File: config.mk
export PLATFORM = sky130hd
export DESIGN_NAME = n_wr_ctrl_flat
export DESIGN_NICKNAME = d
export VERILOG_FILES = /design/src/rtl/n_wr_ctrl_pkg.sv /design/src/rtl/n_wr_ctrl_if.sv /design/src/rtl/n_wr_ctrl.sv /design/src/flat_wrapper.sv
export SDC_FILE = /design/constraint.sdc
export NUM_CORES = 1
export LEC_CHECK = 0
export CAP_MARGIN = 10
export CORE_UTILIZATION = 45
export CTS_CLUSTER_SIZE = 28
export DETAILED_ROUTE_END_ITERATION = 10
export GPL_ROUTABILITY_DRIVEN = 1
export HOLD_SLACK_MARGIN = 0.06
export PLACE_DENSITY_LB_ADDON = 0.2
export SLEW_MARGIN = 20
export SYNTH_ARGS = -nofsm -noshare
export SYNTH_HDL_FRONTEND = slang
export SYNTH_SLANG_ARGS = --single-unit
File: constraint.sdc
create_clock -name clkin -period 4.2 [get_ports clkin]
set_clock_uncertainty 0.15 [all_clocks]
set_input_delay 0.63 -clock clkin [delete_from_list [all_inputs] [get_ports clkin]]
set_output_delay 0.63 -clock clkin [all_outputs]
set_load 0.005 [all_outputs]
File: src/rtl/n_wr_ctrl_pkg.sv
// Shared definitions for the echo sample buffer write/read sides.
package n_wr_ctrl_pkg;

  localparam int BUF_ADDR_W = 12;
  localparam int SMP_W      = 12;

  typedef enum logic [1:0] {
    ST_IDLE  = 2'd0,
    ST_WRITE = 2'd1,
    ST_DONE  = 2'd2
  } wr_state_e;

endpackage

File: src/rtl/n_wr_ctrl_if.sv
// Frame-control and RAM port A signals between the ADC pipe and the write controller.
interface n_wr_ctrl_if
  import n_wr_ctrl_pkg::*;
#(
  parameter int ADDR_W = BUF_ADDR_W,
  parameter int DATA_W = SMP_W
);

  logic              start;
  logic              abort;
  logic [ADDR_W-1:0] smp_len;
  logic [DATA_W-1:0] din;
  logic              din_vld;
  logic [ADDR_W-1:0] waddr;
  logic [DATA_W-1:0] wdata;
  logic              we;
  logic              busy;
  logic              done;
  logic [ADDR_W:0]   wr_cnt;

  modport master (
    output start, abort, smp_len, din, din_vld,
    input  waddr, wdata, we, busy, done, wr_cnt
  );

  modport slave (
    input  start, abort, smp_len, din, din_vld,
    output waddr, wdata, we, busy, done, wr_cnt
  );

endinterface

File: src/rtl/n_wr_ctrl.sv
// Write-side address/strobe generator: captures one frame of samples into
// addresses 0..len-1 of the echo buffer, with busy/done status.
module n_wr_ctrl
  import n_wr_ctrl_pkg::*;
#(
  parameter int ADDR_W = BUF_ADDR_W,
  parameter int DATA_W = SMP_W
) (
  input  logic        clkin,
  input  logic        rst_n,
  n_wr_ctrl_if.slave  bus
);

  localparam int CW = ADDR_W + 1;

  wr_state_e         state_q, state_d;
  logic [CW-1:0]     len_q, len_d;
  logic [CW-1:0]     wr_cnt_q, wr_cnt_d;
  logic [ADDR_W-1:0] waddr_q, waddr_d;
  logic [DATA_W-1:0] wdata_q, wdata_d;
  logic              we_q, we_d;
  logic              busy_q, busy_d;
  logic              done_q, done_d;

  always_comb begin
    state_d  = state_q;
    len_d    = len_q;
    wr_cnt_d = wr_cnt_q;
    waddr_d  = waddr_q;
    wdata_d  = wdata_q;
    we_d     = 1'b0;

    unique case (state_q)
      ST_IDLE: begin
        if (bus.start && !bus.abort) begin
          len_d    = (bus.smp_len == '0) ? (CW'(1) << ADDR_W) : {1'b0, bus.smp_len};
          wr_cnt_d = '0;
          state_d  = ST_WRITE;
        end
      end
      ST_WRITE: begin
        if (bus.abort) begin
          state_d = ST_IDLE;
        end else if (bus.din_vld) begin
          // The running count doubles as the write address: addresses start at 0.
          we_d     = 1'b1;
          waddr_d  = wr_cnt_q[ADDR_W-1:0];
          wdata_d  = bus.din;
          wr_cnt_d = wr_cnt_q + CW'(1);
          if (wr_cnt_d == len_q) state_d = ST_DONE;
        end
      end
      ST_DONE: state_d = ST_IDLE;
      default: state_d = ST_IDLE;
    endcase

    busy_d = (state_d != ST_IDLE);
    done_d = (state_q == ST_DONE);
  end

  always_ff @(posedge clkin or posedge rst_n) begin
    if (rst_n) begin
      state_q  <= ST_IDLE;
      len_q    <= '0;
      wr_cnt_q <= '0;
      waddr_q  <= '0;
      wdata_q  <= '0;
      we_q     <= 1'b0;
      busy_q   <= 1'b0;
      done_q   <= 1'b0;
    end else begin
      state_q  <= state_d;
      len_q    <= len_d;
      wr_cnt_q <= wr_cnt_d;
      waddr_q  <= waddr_d;
      wdata_q  <= wdata_d;
      we_q     <= we_d;
      busy_q   <= busy_d;
      done_q   <= done_d;
    end
  end

  assign bus.waddr  = waddr_q;
  assign bus.wdata  = wdata_q;
  assign bus.we     = we_q;
  assign bus.busy   = busy_q;
  assign bus.done   = done_q;
  assign bus.wr_cnt = wr_cnt_q;

endmodule

File: src/flat_wrapper.sv
// flat-port wrapper written by rule: the top's interface ports become plain ports
module n_wr_ctrl_flat import n_wr_ctrl_pkg::*;
#(
  parameter int ADDR_W = BUF_ADDR_W,
  parameter int DATA_W = SMP_W
)
  (clkin, rst_n, bus_start, bus_abort, bus_smp_len, bus_din, bus_din_vld, bus_waddr, bus_wdata, bus_we, bus_busy, bus_done, bus_wr_cnt);
  n_wr_ctrl_if #(.ADDR_W(ADDR_W), .DATA_W(DATA_W)) bus_i ();
  input  logic clkin;
  input  logic rst_n;
  input wire logic [$bits(bus_i.start)-1:0] bus_start;
  input wire logic [$bits(bus_i.abort)-1:0] bus_abort;
  input wire logic [$bits(bus_i.smp_len)-1:0] bus_smp_len;
  input wire logic [$bits(bus_i.din)-1:0] bus_din;
  input wire logic [$bits(bus_i.din_vld)-1:0] bus_din_vld;
  output wire logic [$bits(bus_i.waddr)-1:0] bus_waddr;
  output wire logic [$bits(bus_i.wdata)-1:0] bus_wdata;
  output wire logic [$bits(bus_i.we)-1:0] bus_we;
  output wire logic [$bits(bus_i.busy)-1:0] bus_busy;
  output wire logic [$bits(bus_i.done)-1:0] bus_done;
  output wire logic [$bits(bus_i.wr_cnt)-1:0] bus_wr_cnt;
  assign bus_i.start = bus_start;
  assign bus_i.abort = bus_abort;
  assign bus_i.smp_len = bus_smp_len;
  assign bus_i.din = bus_din;
  assign bus_i.din_vld = bus_din_vld;
  assign bus_waddr = bus_i.waddr;
  assign bus_wdata = bus_i.wdata;
  assign bus_we = bus_i.we;
  assign bus_busy = bus_i.busy;
  assign bus_done = bus_i.done;
  assign bus_wr_cnt = bus_i.wr_cnt;
  n_wr_ctrl #(.ADDR_W(ADDR_W), .DATA_W(DATA_W)) u_core (.clkin(clkin), .rst_n(rst_n), .bus(bus_i));
endmodule
==> impl_metrics.py, run 1 <==
metrics = {
    "run_status": {
        "status": "complete, no violations",
    },
    "sta": {
        "grt_setup_unrepaired": "false",
        "holdWs_ps": 329.0,
        "finalMaxSlewViolations": 0,
        "post-route-period-util_pct": 64.27,
        "max_slew_margin_pct": 47.42,
        "hold_viol": 0,
        "fmaxAchievable_mhz": 370.5,
        "worstMarginPinSlew_ps": 785.8,
        "setup_viol": 0,
        "finalSetupTns_ps": 0,
        "period_needed_ps": 2699,
    },
    "clock_tree": {
        "cts_tree": "done",
        "cts_buffers": 5,
        "postCtsHoldBufs": 0,
        "insertion_delay_ps": 310,
        "cts_num_sinks": 55,
        "ctsResizeCount": 0,
        "htree_levels": 2,
        "cts_setup_buffers": 0,
        "cts_root_buf": "clkbuf_8",
        "cts.path.max_buffers": 2,
        "path_clk_slew_ps": 90,
    },
    "floorplanning": {
        "die_h_um": 78.45,
        "design.core.area_sq_mm": 0.005574,
        "start_util_pct": 47.18,
        "rows": 27,
        "die_w_um": 78.45,
        "die_area_sq_mm": 0.006154,
        "io_pins": 69,
    },
    "yosys": {
        "synth.distinct_cells": 43,
        "syn_area_per_cell_sq_um": 9.850,
        "netlist_instances": 267,
        "ys_dominant_reg_cell": "dfrtp_1",
        "synth_edf_count": 0,
        "synth_area_leaders": "dfrtp_1 (52%), nand2_1 (11%), mux2_2 (5.1%), o21ai_0 (4.2%), xor2_1 (3.0%)",
        "synth_async_sr_flop_share_pct": 100.0,
        "yosysTopAreaCellShare_pct": 52.33,
        "syn_area_sq_mm": 0.002630,
        "synth-seq-cells": 55,
        "synthTopCellsByCount": "nand2_1 (80), dfrtp_1 (55), o21ai_0 (22), nor2_1 (14), mux2_2 (12)",
        "synth.most_common_cell": "nand2_1",
        "seq_area_frac_synth_pct": 52.33,
        "synth_largest_area_cell": "dfrtp_1",
        "ys_warn_count": 0,
        "syn-num-nets": 297,
    },
    "critical_path": {
        "path_class": "input port to flop",
        "timing.rr.start": "u_core.bus.wr_cnt[0]",
        "cp-end-kind": "flop",
        "path_max_fanout": 44,
        "crit_arrival_ps": 2770,
        "cp-start-kind": "input port",
        "crit_required_ps": 4270,
        "startpoint": "bus_abort",
    },
    "route": {
        "drc": 0,
        "vias": 2146,
        "wl_per_cell_um": 13.83,
        "drtPass1Iterations": 4,
        "ant_nets": 0,
        "initialDrtViolationCount": 174,
        "routed_wl_um": 5614,
        "routed_via_density": 5.286,
    },
    "global_routing": {
        "grt_pass1_wl_um": 9653,
        "grt_pass1_vias": 2024,
        "overflow": 0,
        "grt_max_degree": 45,
        "track_usage_pct": 20.02,
        "antenna_found_initial": 0,
    },
    "cells_and_area": {
        "layout-drive-gt1-share_pct": 10.48,
        "fillers": 485,
        "syn_to_final_growth_pct": 30.97,
        "final_cells": 406,
        "n_antenna_cell": 0,
        "ff_latch_area_sq_mm": 0.001376,
        "final_nets": 363,
        "multi_input_area_sq_mm": 0.001160,
    },
    "power": {
        "peakVddDrop_mv": 0.2310,
        "seqPwrFrac_pct": 54.0,
        "p_sw_share_pct": 27.15,
        "p_sw_mw": 0.3140,
        "finalPower_mw": 1.156,
        "clkPwrFrac_pct": 26.0,
        "leakagePower_nw": 1.556,
        "combPwrFrac_pct": 20.1,
        "p_int_mw": 0.8423,
        "p_per_area_mw_per_mm2": 335.7,
    },
    "worst_hold_path": {
        "min_from": "u_core.bus.waddr[6]",
        "hold_path.class": "flop to flop",
    },
    "flow_run": {
        "maxCapViolCount": 0,
    },
    "place": {
        "gp_routability_congestion": 0.7933,
        "dp_cells": 398,
        "port_buffers": 68,
        "hpwl_um": 4021,
    },
}
[state kept, by name, summed over array words and instances, names as in the netlist]
name               cells
u_core.bus.busy        1
u_core.bus.done        1
u_core.bus.waddr      12
u_core.bus.wdata      12
u_core.bus.we          1
u_core.bus.wr_cnt     13
u_core.len_q          13
u_core.state_q         2
[power groups by stage]
stage          Clock, mW  Combinational, mW  Sequential (mW)
2_1_floorplan          0              0.115            0.629
3_3_place_gp           0              0.229            0.634
3_5_place_dp           0              0.235            0.636
4_1_cts            0.306              0.236            0.625
5_1_grt            0.325              0.259            0.633
6_report           0.300              0.232            0.624
[per-stage QoR]
| step | area, sq um | setup WS, ps | util, % |
|---|---|---|---|
| final | 3445 | 1501 | 61.80 |
| after global placement | 3352 | 1269 | 60.13 |
| after global routing | 3445 | 1363 | 61.80 |
| after detailed placement | 3352 | 1226 | 60.13 |
| after floorplan | 2630 | 2077 | - |
| after CTS | 3445 | 1552 | 61.80 |
[layer usage]
| metal | global-route usage, % | part of all wire, % |
|---|---|---|
| met2 | 32.54 | 46 |
| met5 | 0 | 0 |
| met3 | 4.419 | 6.6 |
| met4 | 6.296 | 1.3 |
| met1 | 26.58 | 46 |
[logic make-up (layout without fill, tap and decap cells)]
kind of cell    count (synthesis)  count (layout)  share of synthesized area (%)
buf+inv                        17              84                          3.568
xor+xnor                       14              14                          4.662
flops                          55              55                          52.33
fa+ha+maj                       1               1                         0.4757
simple gates                  126             126                          23.64
compound gates                 40              40                          9.420
mux                            14              14                          5.899
[final cells by class]
class,instances,area share (%)
flip-flops and latches,55,39.96
multi-input cells,195,33.67
repair buffers,72,20.63
well taps,72,2.615
clock buffers,5,1.998
clock inverters,3,0.6902
inverters,4,0.4359
[path summary, 6_finish.rpt]
| kind | slack [ps] | cells past startpoint | endpoint |
|---|---|---|---|
| setup / recovery | 1500 | 8 | u_core.bus.wr_cnt[4] |
| hold / removal | 330 | 2 | u_core.bus.waddr[6] |
| setup reg to reg | 1830 | 7 | u_core.state_q[0] |
| hold reg to reg | 330 | 2 | u_core.bus.waddr[6] |
| max in group asynchronous | 2580 | 3 | u_core.bus.waddr[7] |
| min in group asynchronous | 550 | 2 | u_core.bus.wdata[0] |
[worst max-delay path, cell delays in order]
cell	delay [ps]
clkdlybuf4s50_1	520
nor2_1	80
nand3_1	80
buf_4	390
inv_1	110
nor2_1	630
o21ai_0	200
o31ai_1	100
[cells in the final DEF (no fill, tap or decap), drive strengths merged, types with 2 or more instances in the layout]
| cell type | n |
|---|---|
| dfrtp | 55 |
| nor3 | 5 |
| o31ai | 4 |
| o41ai | 3 |
| clkdlybuf4s50 | 68 |
| inv | 5 |
| or3 | 2 |
| buf | 4 |
| nor3b | 2 |
| o21ai | 22 |
| mux2 | 12 |
| nor4 | 4 |
| and3 | 2 |
| nand2 | 80 |
| mux2i | 2 |
| clkbuf | 5 |
| a31o | 2 |
| xnor2 | 5 |
| nor2 | 14 |
| nand4 | 4 |
| a31oi | 3 |
| clkinvlp | 2 |
| xor2 | 9 |
| nand3 | 7 |
No activity file was read; power rests on OpenSTA's default activity.
==> run 2, diff against run 1 <==
Settings changed: CORE_UTILIZATION 45 to 44.
Clock period 4.2 ns to 2.2 ns, I/O delays scaled along.
==> run 2 against run 1 <==
  * Critical path depth down 1
  * Setup slack got worse by 1400 ps
  * Non-clock buffer count grew 16
  * Global-route usage about the same
  * Combinational power rose by 100%
  * Largest cell class unchanged
  * Core utilization grew 2.8 points
  * Design area up 5.7%
  * Register-to-register slack lost 1700 ps
  * Sequential share of layout area fell by 2.1 points
  * Sequential power increased by 89%
  * First-iteration DRC count fell by 21%
  * Clock power increased by 130%
==> impl_metrics.py, run 2 (synthesis gave the netlist of run 1 again) <==
metrics = {
    "run_status": {
        "status": "complete, no violations",
    },
    "global_routing": {
        "grt_pass1_vias": 2006,
        "grt_max_degree": 31,
        "use_met2_pct": 31.47,
        "grt_pass1_wl_um": 9604,
        "overflow": 0,
        "track_usage_pct": 20.00,
        "grt-busiest-layer": "met2",
        "antenna_found_initial": 0,
        "grt.met3_usage_pct": 3.908,
        "use_met1_pct": 27.29,
    },
    "critical_path": {
        "cp-start-kind": "flop",
        "path_max_fanout": 7,
        "path_class": "flop to flop",
        "crit_required_ps": 2240,
        "crit_arrival_ps": 2110,
        "r2r_slack_ps": 130,
        "cp-end-kind": "flop",
    },
    "route": {
        "initialDrtViolationCount": 138,
        "ant_nets": 0,
        "vias": 2211,
        "wl_per_cell_um": 13.68,
        "drc": 0,
        "routed_wl_um": 5775,
        "routed_via_density": 5.239,
        "drtPass1Iterations": 5,
    },
    "cells_and_area": {
        "final_nets": 379,
        "layout-drive-gt1-share_pct": 16.57,
        "final_common_cell": "nand2_1",
        "fillers": 460,
        "fin_util_pct": 64.56,
        "layout_common_cells": "nand2_1 (80), clkdlybuf4s50_1 (68), dfrtp_1 (54)",
        "syn_to_final_growth_pct": 38.49,
        "n_antenna_cell": 0,
    },
    "sta": {
        "period_needed_ps": 2071,
        "worstMarginPinSlew_ps": 798.3,
        "post-route-period-util_pct": 94.12,
        "setup_viol": 0,
        "max_slew_margin_pct": 46.58,
        "grt_setup_unrepaired": "false",
        "finalSetupTns_ps": 0,
        "hold_viol": 0,
        "finalMaxSlewViolations": 0,
        "fmaxAchievable_mhz": 482.9,
    },
    "floorplanning": {
        "die_w_um": 79.32,
        "rows": 27,
        "io_pins": 69,
        "die_area_sq_mm": 0.006291,
        "die_h_um": 79.32,
        "design.core.area_sq_mm": 0.005642,
        "start_util_pct": 46.62,
    },
    "worst_hold_path": {
        "hold_path.class": "input port to asynchronous set/reset pin",
    },
    "clock_tree": {
        "insertion_delay_ps": 310,
        "cts.path.max_buffers": 2,
        "cts_setup_buffers": 0,
        "cts_num_sinks": 55,
        "cts_root_buf": "clkbuf_8",
        "path_clk_slew_ps": 100,
        "postCtsHoldBufs": 0,
        "cts_buffers": 5,
        "htree_levels": 2,
        "cts_tree": "done",
    },
    "place": {
        "port_buffers": 68,
        "hpwl_um": 4197,
        "gp_routability_congestion": 0.7782,
    },
    "power": {
        "peakVddDrop_mv": 0.3778,
        "leakagePower_nw": 1.662,
        "p_per_area_mw_per_mm2": 644.6,
    },
    "flow_run": {
        "maxCapViolCount": 0,
    },
}
## run 2: cell types whose count changed in the layout (fill, tap and decap cells not counted), sizes merged
cell,change
buf,+16
bufinv,+1
clkbuf,+1
clkinv,+1
clkinvlp,-2
inv,-1
## run 2: final timing paths
| path | to | start | depth (start not counted) |
|---|---|---|---|
| hold reg to reg | u_core.bus.waddr[10] | u_core.bus.waddr[10] | 2 |
| max in group asynchronous | u_core.state_q[1] | rst_n | 3 |
| min in group clkin | u_core.bus.waddr[10] | u_core.bus.waddr[10] | 2 |
| hold / removal | u_core.bus.waddr[7] | rst_n | 2 |
| setup reg to reg | u_core.state_q[0] | u_core.bus.wr_cnt[0] | 7 |
| setup / recovery | u_core.state_q[0] | u_core.bus.wr_cnt[0] | 7 |
## run 2: cell type report
type / count / area, sq um / share of cell area, %
timing repair buffer: 88 / 843.3 / 23.15
clock buffer: 6 / 82.58 / 2.267
clock inverter: 2 / 35.03 / 0.9619
sequential: 55 / 1378 / 37.82
tap: 72 / 90.09 / 2.473
inverter: 4 / 15.01 / 0.4122
multi-input combinational: 195 / 1199 / 32.91
## run 2: metal layers
metal / share of wire (%) / wire (um) / vias up
met5: 0 / 0 / -
met4: 0.92 / 53 / 0
met3: 6.1 / 351 / 4
met2: 49 / 2826 / 81
met1: 44 / 2544 / 1047
li1: - / - / 1079
## run 2: timing repair
| item | 4_1_cts | 5_1_grt |
|---|---|---|
| gates resized for setup | 1 | 7 |
| endpoints found under the setup margin | 1 | 2 |
| endpoints found under the hold margin | 0 | 0 |
| gates cloned | 0 | 0 |
## run 2: metrics by stage
stage | power, mW | worst slack (ps) | cell area [sq um] | hold slack [ps] | std cells
2_1_floorplan | 1.422 | 172.9 | 2630 | 285.4 | 267
3_3_place_gp | 1.656 | 11.44 | 3485 | 306.4 | 414
3_5_place_dp | 1.672 | -84.24 | 3485 | 311.4 | 414
6_report | 2.348 | 129.3 | 3642 | 154.4 | 422
5_1_grt | 2.461 | 12.84 | 3642 | 176.2 | 422
4_1_cts | 2.362 | 46.84 | 3607 | 159.5 | 422
## run 2: power breakdown
group          leakage [nW]  total [mW]  switching [mW]  internal, mW
Sequential            0.718        1.18          0.0699          1.11
Combinational         0.883       0.474           0.186         0.288
Clock                0.0612       0.691           0.322         0.369
Total                  1.66        2.35           0.578          1.77
## run 2: critical path: stages (launching register included)
cell and delay, ps:
dfrtp_1 400, buf_4 170, nand3_2 170, nor4_4 320
xnor2_1 180, nand4b_2 170, nor4bb_2 300, a21boi_1 100
==> run 3, diff against run 2 <==
Settings changed: REMOVE_ABC_BUFFERS set to 1.
==> run 3 against run 2 <==
  * Combinational power decreased by 1%
  * Sequential power about the same
  * Hold slack better by 78 ps
  * Clock power barely moved
  * Setup slack better by 15 ps
  * Critical endpoint unchanged
  * Largest cell class unchanged
  * Largest power group unchanged
  * Highest routed layer unchanged
==> impl_metrics.py, run 3 (synthesis gave the netlist of run 1 again) <==
metrics = {
    "floorplanning": {
        "io_pins": 69,
        "die_h_um": 79.32,
        "design.core.area_sq_mm": 0.005642,
        "die_area_sq_mm": 0.006291,
        "start_util_pct": 46.62,
        "rows": 27,
        "die_w_um": 79.32,
    },
    "sta": {
        "grt_setup_unrepaired": "false",
        "finalSetupTns_ps": 0,
        "worstMarginPinSlew_ps": 796.2,
        "setup_viol": 0,
        "fmaxAchievable_mhz": 486.4,
        "max_slew_margin_pct": 46.72,
        "fin_ws_ps": 144.0,
        "holdWs_ps": 231.9,
        "hold_viol": 0,
        "post-route-period-util_pct": 93.45,
        "period_needed_ps": 2056,
        "finalMaxSlewViolations": 0,
    },
    "place": {
        "port_buffers": 68,
        "gp_routability_congestion": 0.7699,
        "place_ws_ps": -90.63,
        "hpwl_um": 4100,
    },
    "clock_tree": {
        "insertion_delay_ps": 310,
        "ctsResizeCount": 0,
        "postCtsHoldBufs": 0,
        "cts_tree": "done",
        "cts_root_buf": "clkbuf_8",
        "cts_setup_buffers": 0,
        "cts_buffers": 5,
        "cts.path.max_buffers": 2,
        "path_clk_slew_ps": 100,
        "cts_num_sinks": 55,
        "htree_levels": 2,
    },
    "critical_path": {
        "path_max_fanout": 2,
        "path_class": "flop to flop",
        "crit_arrival_ps": 2110,
        "cp-start-kind": "flop",
        "crit_required_ps": 2250,
        "cp-end-kind": "flop",
    },
    "global_routing": {
        "grt_max_degree": 56,
        "grt_pass1_vias": 2050,
        "overflow": 0,
        "antenna_found_initial": 0,
        "track_usage_pct": 20.44,
        "grt_pass1_wl_um": 9867,
    },
    "route": {
        "drtPass1Iterations": 5,
        "routed_via_density": 5.210,
        "ant_nets": 0,
        "vias": 2188,
        "wl_per_cell_um": 13.85,
        "drc": 0,
        "initialDrtViolationCount": 121,
        "routed_wl_um": 5817,
    },
    "power": {
        "finalPower_mw": 2.339,
        "peakVddDrop_mv": 0.4141,
        "leakagePower_nw": 1.650,
        "p_per_area_mw_per_mm2": 648.5,
    },
    "cells_and_area": {
        "syn_to_final_growth_pct": 37.11,
        "fin_util_pct": 63.92,
        "layout-drive-gt1-share_pct": 15.52,
        "final_nets": 377,
        "layout_common_cells": "nand2_1 (80), clkdlybuf4s50_1 (68), dfrtp_1 (54)",
        "n_antenna_cell": 0,
        "final_common_cell": "nand2_1",
    },
    "run_status": {
        "status": "complete, no violations",
    },
    "worst_hold_path": {
        "hold_path.class": "input port to asynchronous set/reset pin",
    },
    "flow_run": {
        "maxCapViolCount": 0,
    },
}
==> run 3: cell count changes in the layout (fill, tap and decap cells not counted) <==
cell and change:
nor4bb_1 +1, nor3_2 -1, nor4bb_2 -1, buf_4 -2, nor3b_2 -1, nand3_2 +1
nand3_1 -1, ha_2 +1, ha_4 -1, nor3_1 +1, nor3b_1 +1
==> run 3: area by class of cell <==
cell class	instances	area, sq um
Clock buffer	6	82.58
Clock inverter	2	35.03
Fill cell	484	2036
Inverter	4	15.01
Multi-Input combinational cell	195	1177
Sequential cell	55	1378
Tap cell	72	90.09
Timing Repair Buffer	86	828.3
==> run 3: report_power, final <==
part           internal, mW  leakage, nW  switching (mW)
combinational         0.282        0.872           0.187
sequential             1.11        0.718          0.0672
clock                 0.369       0.0612           0.321
==> run 3: worst max-delay path: stages (launching register included) <==
cell      delay [ps]
dfrtp_1          400
ha_2             350
xnor2_1          120
nand3_1          110
nor3b_1          250
nand4b_2         170
nor4bb_1         300
a21boi_1         100
==> run 3: metrics by stage <==
stage	area [sq um]	std cells
6_report	3606	420
5_1_grt	3606	420
4_1_cts	3592	420
3_5_place_dp	3475	412
3_3_place_gp	3475	412
2_1_floorplan	2551	254
==> run 3: worst paths after layout <==
kind / start / endpoint / slack, ps / depth (start not counted)
worst max-delay path: u_core.bus.wr_cnt[1] / u_core.state_q[0] / 140 / 7
worst min-delay path: rst_n / u_core.bus.wdata[1] / 230 / 3
worst max register to register: u_core.bus.wr_cnt[1] / u_core.state_q[0] / 140 / 7
worst min register to register: u_core.bus.waddr[2] / u_core.bus.waddr[2] / 330 / 2
max in group asynchronous: rst_n / u_core.len_q[1] / 1410 / 3
min in group clkin: u_core.bus.waddr[2] / u_core.bus.waddr[2] / 330 / 2
==> run 3: per-layer routing <==
metal  wire [um]  global-route usage [%]  share of wire [%]
met1        2670                   27.65                 46
met2        2711                   32.16                 47
met3         366                   4.943                6.3
met4          68                   6.727                1.2
met5           0                       0                  0
